## src/rtl/wave_synth_pkg.sv

```systemverilog
// wave_synth_pkg: waveform mode encoding shared by the wave_synth slice.
package wave_synth_pkg;
    typedef enum logic [1:0] {
        MODE_SAW_UP = 2'd0,
        MODE_SAW_DN = 2'd1,
        MODE_TRI    = 2'd2,
        MODE_SQR    = 2'd3
    } mode_t;
endpackage

```

## src/rtl/wave_synth_sample_divider.sv

```systemverilog
// sample_divider: clock-enable generator, one tick every sample_div+1 enabled clocks.
module sample_divider #(
    parameter int DIV_WIDTH = 8
) (
    input  logic                 clk,
    input  logic                 reset,
    input  logic                 enable,
    input  logic                 clear,
    input  logic [DIV_WIDTH-1:0] sample_div,
    output logic                 tick
);
    logic [DIV_WIDTH-1:0] div_cnt;

    assign tick = enable && (div_cnt == sample_div);

    // Lowering sample_div below div_cnt lets the counter run through its natural wrap.
    always_ff @(posedge clk or negedge reset)
        if (!reset)
            div_cnt <= '0;
        else if (clear || tick)
            div_cnt <= '0;
        else if (enable)
            div_cnt <= div_cnt + 1'b1;
endmodule

```

## src/rtl/wave_synth.sv

```systemverilog
// wave_synth: phase-accumulator waveform generator (saw/tri/square) on a divided sample tick.
// Optional phase sync input sync_in is added when WAVE_SYNTH_SYNC_EN is defined.
module wave_synth
    import wave_synth_pkg::*;
#(
    parameter int PHASE_WIDTH = 16,
    parameter int OUT_WIDTH   = 8,
    parameter int DIV_WIDTH   = 8
) (
    input  logic                   clk,
    input  logic                   reset,
    input  logic                   enable,
    input  logic [1:0]             mode,
    input  logic [OUT_WIDTH-1:0]   duty,
    input  logic [DIV_WIDTH-1:0]   sample_div,
    input  logic [PHASE_WIDTH-1:0] tune_word,
    input  logic                   tune_load,
`ifdef WAVE_SYNTH_SYNC_EN
    input  logic                   sync_in,
`endif
    output logic                   tune_busy,
    output logic [OUT_WIDTH-1:0]   wave_out,
    output logic                   sample_strobe,
    output logic                   wrap
);
    logic                   sync, tick, carry, apply;
    logic [PHASE_WIDTH-1:0] phase, active_tune, pending_tune, next_phase, map_phase;
    logic [OUT_WIDTH-1:0]   p, tri_v, sample;
    mode_t                  m;

`ifdef WAVE_SYNTH_SYNC_EN
    assign sync = sync_in;
`else
    assign sync = 1'b0;
`endif

    sample_divider #(.DIV_WIDTH(DIV_WIDTH)) u_div (
        .clk        (clk),
        .reset      (reset),
        .enable     (enable),
        .clear      (sync),
        .sample_div (sample_div),
        .tick       (tick)
    );

    assign {carry, next_phase} = {1'b0, phase} + {1'b0, active_tune};
    assign map_phase = sync ? '0 : next_phase;
    assign p         = map_phase[PHASE_WIDTH-1 -: OUT_WIDTH];
    assign tri_v     = {p[OUT_WIDTH-2:0], 1'b0} ^ {OUT_WIDTH{p[OUT_WIDTH-1]}};
    assign m         = mode_t'(mode);

    always_comb
        sample = m == MODE_SAW_UP ? p :
                 m == MODE_SAW_DN ? ~p :
                 m == MODE_TRI    ? tri_v : {OUT_WIDTH{p < duty}};

    // The wrapping tick still advances with the old increment; the swap lands at the same edge.
    assign apply = tune_busy && (sync || !enable || active_tune == '0 || (tick && carry));

    always_ff @(posedge clk or negedge reset)
        if (!reset) begin
            phase         <= '0;
            active_tune   <= '0;
            pending_tune  <= '0;
            tune_busy     <= 1'b0;
            wave_out      <= '0;
            sample_strobe <= 1'b0;
            wrap          <= 1'b0;
        end else begin
            if (sync || tick) begin
                phase    <= map_phase;
                wave_out <= sample;
            end
            sample_strobe <= sync || tick;
            wrap          <= !sync && tick && carry;
            if (apply)
                active_tune <= pending_tune;
            if (tune_load)
                pending_tune <= tune_word;
            if (tune_load)
                tune_busy <= 1'b1;
            else if (apply)
                tune_busy <= 1'b0;
        end
endmodule

```

## config.mk

```make
export PLATFORM = sky130hd
export DESIGN_NAME = wave_synth
export DESIGN_NICKNAME = d
export VERILOG_FILES = /design/src/rtl/wave_synth_pkg.sv /design/src/rtl/wave_synth_sample_divider.sv /design/src/rtl/wave_synth.sv
export SDC_FILE = /design/constraint.sdc
export NUM_CORES = 1
export LEC_CHECK = 0
export ABC_CLOCK_PERIOD_IN_PS = 11260
export CORE_MARGIN = 1.5
export CORE_UTILIZATION = 50
export DETAILED_ROUTE_END_ITERATION = 7
export PLACE_DENSITY = 0.73
export RECOVER_POWER = 25
export SETUP_SLACK_MARGIN = 0.2
export SLEW_MARGIN = 5
export SYNTH_ARGS = -nofsm -noshare
export SYNTH_HDL_FRONTEND = slang
export SYNTH_SLANG_ARGS = --single-unit
```

## constraint.sdc

```tcl
create_clock -name clk -period 11.26 [get_ports clk]
set_clock_uncertainty 0.15 [all_clocks]
set_input_delay 3.378 -clock clk [delete_from_list [all_inputs] [get_ports clk]]
set_output_delay 3.378 -clock clk [all_outputs]
set_load 0.1 [all_outputs]
```

==> summary.txt <==
OUTCOME
----------------------------------------------------------------------------------------------------
Result of the run                                                                       finished with violations
Violated checks                                                                         max-capacitance violations, max-slew violations

CRITICAL PATH
----------------------------------------------------------------------------------------------------
Critical Path AT                                                                             5.95 ns
Kind of start point of the critical path                                                  input port
WP data required                                                                            10.75 ns
Worst setup EP type                                                                        async pin
Dominant delay contributor by cell family on the critical path                          buffers and inverters
Chain of cells forming the critical path                                                buf_2 -> clkbuf_1
WP buf/inv                                                                                         2
Critical Path Slowest Stage Cell                                                        sky130_fd_sc_hd__clkbuf_1
Highest net fanout along the worst path                                                           67
Path type of the worst setup path                                                           in2async
Delay of the slowest cell on the worst path                                                  2.47 ns

CLOCK TREE
----------------------------------------------------------------------------------------------------
Number of buffers created by CTS                                                                   9
Max H-tree Level                                                                                   3
Clock insertion delay at the later pin of the skew report                                    0.34 ns
Clock-pin slew reported for the worst setup and hold paths after clock tree synthesis        0.07 ns
Maximum buffer depth of the clock tree                                                             2
# resized after CTS                                                                                0
Clock root buffer                                                                       sky130_fd_sc_hd__clkbuf_8
Cts-stage hold buffer count                                                                        0
CTS sink cnt                                                                                      67
TritonCTS clock tree                                                                           built
Count of buffers added by post-CTS timing repair for setup                                         0

ROUTING
----------------------------------------------------------------------------------------------------
Avg Vias per Cell                                                                               5.58
Detailed-routing iteration count for the pre-antenna-repair pass                                   5
DRC                                                                                                0
Number of antenna-violating nets in the routed design                                              0
Routed length per placed instance                                                            15.2 um
Via count                                                                                      2,957
Sum of routed wire length over all layers                                                    8070 um
Starting DRT DRC Count                                                                           105

MIN PATH
----------------------------------------------------------------------------------------------------
Type of the most critical hold path                                                          reg2reg

POWER
----------------------------------------------------------------------------------------------------
Portion of total power attributed to the clock network                                         0.136
Combinational cell fraction of total power                                                     0.571
Relative contribution of sequential cells to total power                                       0.294
Power density over cell area                                                             263 nW/um^2
Worst vdd ir                                                                                0.105 mV
Net switching power of the design                                                             557 uW
Total chip power                                                                             1.27 mW
Leakage dissipation                                                                          2.12 nW
Cell-internal power                                                                           709 uW
Net switching share of the total power                                                         0.440

CELLS AND AREA
----------------------------------------------------------------------------------------------------
Nets                                                                                             488
Inserted Diodes                                                                                    0
Growth of design area from synthesis to finish                                                 17.1%
Share of layout cells above drive strength 1                                                   0.178
Fin util                                                                                       0.613

TIMING
----------------------------------------------------------------------------------------------------
Total count of hold-check failures in the final report                                             0
Number of max-slew violations in the final report                                                 68
Transition time at the pin with the least slew margin                                        3.51 ns
Relative slew margins                                                                          -1.34
Final setup violation count                                                                        0
Setup repair after global routing missed its margin                                            false
Minimum hold slack                                                                          0.357 ns
Fmax                                                                                         155 MHz
Minimum setup slack in the final design                                                      4.80 ns
Tcrit/Tclk final                                                                               0.574
Setup total negative slack                                                                      0 ns
Minimum period implied by the final worst setup slack                                        6.46 ns

LOGIC SYNTHESIS
----------------------------------------------------------------------------------------------------
#FFs+latches synth                                                                                67
Fraction of the yosys area taken by sequential cells                                           0.408
Synthesized netlist cell count                                                                   379
Post-Synthesis Mean Instance Area                                                         10.8 sq um
Number of synthesis warnings                                                                       0
Post-Syn Nets                                                                                    442
Ys async rst share                                                                              1.00
Count of flip-flops with a built-in enable after synthesis                                         0
Library cells used by synthesis                                                                   62
Post-Syn Area                                                                             4110 sq um
Primary FF master, synth                                                                sky130_fd_sc_hd__dfrtp_1

PLACEMENT
----------------------------------------------------------------------------------------------------
DP HPWL                                                                                      6050 um
Routability Congestion                                                                         0.872
Setup slack at placement                                                                     4.99 ns
IO Port Bufs                                                                                      48

DIE
----------------------------------------------------------------------------------------------------
Y dimension of the die                                                                       93.7 um
Die width                                                                                    93.7 um
Total die area                                                                            8770 sq um
Initial Utilization                                                                            0.524
Cell row count                                                                                    32
Ports                                                                                             49
Core region area                                                                          7850 sq um

GLOBAL ROUTE
----------------------------------------------------------------------------------------------------
Combined global-route utilization of all metal layers                                          0.200
Wire length of the first global-routing pass                                               13,800 um
Number of antenna violations at the first check in global routing                                  0
Global route overflow                                                                              0
Via count of the first global-routing pass                                                     2,921
Pin count of the biggest net entering global routing                                              68

JOB
----------------------------------------------------------------------------------------------------
# Max-Cap Violations                                                                               1

==> worst reg2reg max path, stage by stage, from the launching register on <==
cell and delay, ns:
sky130_fd_sc_hd__dfrtp_1 0.39, sky130_fd_sc_hd__ha_1 0.21, sky130_fd_sc_hd__inv_1 0.06, sky130_fd_sc_hd__fa_1 0.39, sky130_fd_sc_hd__nand2b_1 0.18, sky130_fd_sc_hd__a21o_1 0.25, sky130_fd_sc_hd__a211oi_4 0.32, sky130_fd_sc_hd__o41ai_1 0.14
sky130_fd_sc_hd__a211oi_2 0.52, sky130_fd_sc_hd__ha_1 0.33, sky130_fd_sc_hd__and2_1 0.16, sky130_fd_sc_hd__a221oi_2 0.31, sky130_fd_sc_hd__nand3b_1 0.14, sky130_fd_sc_hd__o31a_1 0.26, sky130_fd_sc_hd__o211a_1 0.16, sky130_fd_sc_hd__and2_1 0.25
sky130_fd_sc_hd__a31oi_1 0.20, sky130_fd_sc_hd__o221a_1 0.18
==> layer usage <==
layer	up-vias	routed length [um]	global-route usage
li1	1463	-	-
met1	1412	3870	0.272
met2	65	3640	0.313
met3	17	332	0.0348
met4	0	231	0.0908
met5	-	0	0
==> registers in the layout (all words and copies together) (netlist names) <==
signal / count
active_tune: 16
sample_strobe: 1
phase: 16
wrap: 1
pending_tune: 16
wave_out: 8
tune_busy: 1
u_div.div_cnt: 8
==> path summary, 6_finish.rpt <==
kind	from	to	slack, ns	cells after the start
min in group asynchronous	reset	phase[4]	4.19	2
setup / recovery	reset	active_tune[13]	4.80	2
setup reg to reg	active_tune[0]	wave_out[7]	6.60	17
max in group clk	enable	active_tune[3]	5.36	8
hold reg to reg	pending_tune[15]	active_tune[15]	0.36	1
hold / removal	pending_tune[15]	active_tune[15]	0.36	1
==> logic make-up (layout without fill, tap and decap cells) <==
kind of cell,Yosys count,count (layout),share of synthesized area
and+or+nand+nor,87,87,0.107
AOI/OAI and AO/OA,85,85,0.157
DFF,67,67,0.408
muxes,47,47,0.137
xor gates and xnor gates,36,36,0.0767
buffers and inverters,32,81,0.0365
adders and majority gates,25,25,0.0780
==> through the flow <==
step,instance area [sq um],cells
final,4810,530
after global routing,4810,530
after CTS,4820,530
after detailed placement,4650,516
after global placement,4650,516
after floorplan,4110,379
==> Yosys cell counts, types with 4 or more instances <==
cell type / count / area [sq um]
sky130_fd_sc_hd__nand2b_1: 9 / 56.3
sky130_fd_sc_hd__xnor2_1: 26 / 228
sky130_fd_sc_hd__dfrtp_1: 67 / 1680
sky130_fd_sc_hd__mux2_2: 34 / 383
sky130_fd_sc_hd__nand2_1: 16 / 60.1
sky130_fd_sc_hd__nor4_1: 4 / 25.0
sky130_fd_sc_hd__a21o_1: 5 / 37.5
sky130_fd_sc_hd__nor2b_1: 4 / 25.0
sky130_fd_sc_hd__nand4_1: 5 / 31.3
sky130_fd_sc_hd__mux2_4: 10 / 150
sky130_fd_sc_hd__o21ai_1: 10 / 50.1
sky130_fd_sc_hd__xor2_1: 10 / 87.6
sky130_fd_sc_hd__nor2_1: 26 / 97.6
sky130_fd_sc_hd__o221a_2: 4 / 45.0
sky130_fd_sc_hd__nand3_1: 6 / 30.0
sky130_fd_sc_hd__a21oi_1: 17 / 85.1
sky130_fd_sc_hd__ha_1: 24 / 300
sky130_fd_sc_hd__nor3_1: 7 / 35.0
sky130_fd_sc_hd__clkbuf_1: 5 / 18.8
sky130_fd_sc_hd__a211oi_1: 4 / 30.0
sky130_fd_sc_hd__o21ai_0: 10 / 50.1
sky130_fd_sc_hd__a31oi_1: 4 / 25.0
sky130_fd_sc_hd__inv_1: 17 / 63.8
==> cell usage in the layout (no fill, tap or decap), types with 2 or more instances in the layout <==
cell,instances
sky130_fd_sc_hd__nor3_1,7
sky130_fd_sc_hd__a21o_1,5
sky130_fd_sc_hd__nor2_1,26
sky130_fd_sc_hd__clkdlybuf4s50_1,47
sky130_fd_sc_hd__mux2_4,10
sky130_fd_sc_hd__nand2_1,16
sky130_fd_sc_hd__mux2i_1,3
sky130_fd_sc_hd__o221a_2,4
sky130_fd_sc_hd__nand3_1,6
sky130_fd_sc_hd__xor2_1,10
sky130_fd_sc_hd__o21a_1,3
sky130_fd_sc_hd__nor2b_1,4
sky130_fd_sc_hd__o21ai_0,10
sky130_fd_sc_hd__inv_1,17
sky130_fd_sc_hd__nand3b_1,2
sky130_fd_sc_hd__and2_1,2
sky130_fd_sc_hd__a211oi_1,4
sky130_fd_sc_hd__nor4_1,4
sky130_fd_sc_hd__nand4_1,5
sky130_fd_sc_hd__nand2b_1,9
sky130_fd_sc_hd__o21bai_1,2
sky130_fd_sc_hd__mux2_2,34
sky130_fd_sc_hd__a21oi_1,17
sky130_fd_sc_hd__clkbuf_1,2
sky130_fd_sc_hd__o211a_1,2
sky130_fd_sc_hd__a31o_2,2
sky130_fd_sc_hd__a31oi_1,4
sky130_fd_sc_hd__xnor2_1,26
sky130_fd_sc_hd__o21ai_1,10
sky130_fd_sc_hd__clkbuf_8,11
sky130_fd_sc_hd__ha_1,24
sky130_fd_sc_hd__a211o_1,2
sky130_fd_sc_hd__dfrtp_1,67
==> power groups by stage <==
stage / Clock (mW) / Sequential (mW) / Combinational [mW]
after CTS: 0.177 / 0.371 / 0.726
after global routing: 0.189 / 0.381 / 0.796
final: 0.172 / 0.372 / 0.722
after floorplan: 0 / 0.430 / 0.527
after global placement: 0 / 0.372 / 0.703
after detailed placement: 0 / 0.375 / 0.722
==> layout make-up <==
| type | instances | area (sq um) |
|---|---|---|
| multi-input cells | 280 | 2290 |
| fillers | 669 | 3030 |
| clock inverters | 2 | 12.5 |
| inverters | 17 | 63.8 |
| clock buffers | 12 | 155 |
| well taps | 102 | 128 |
| repair buffers | 50 | 487 |
| flip-flops and latches | 67 | 1680 |
No activity file was read; power rests on OpenSTA's default activity.
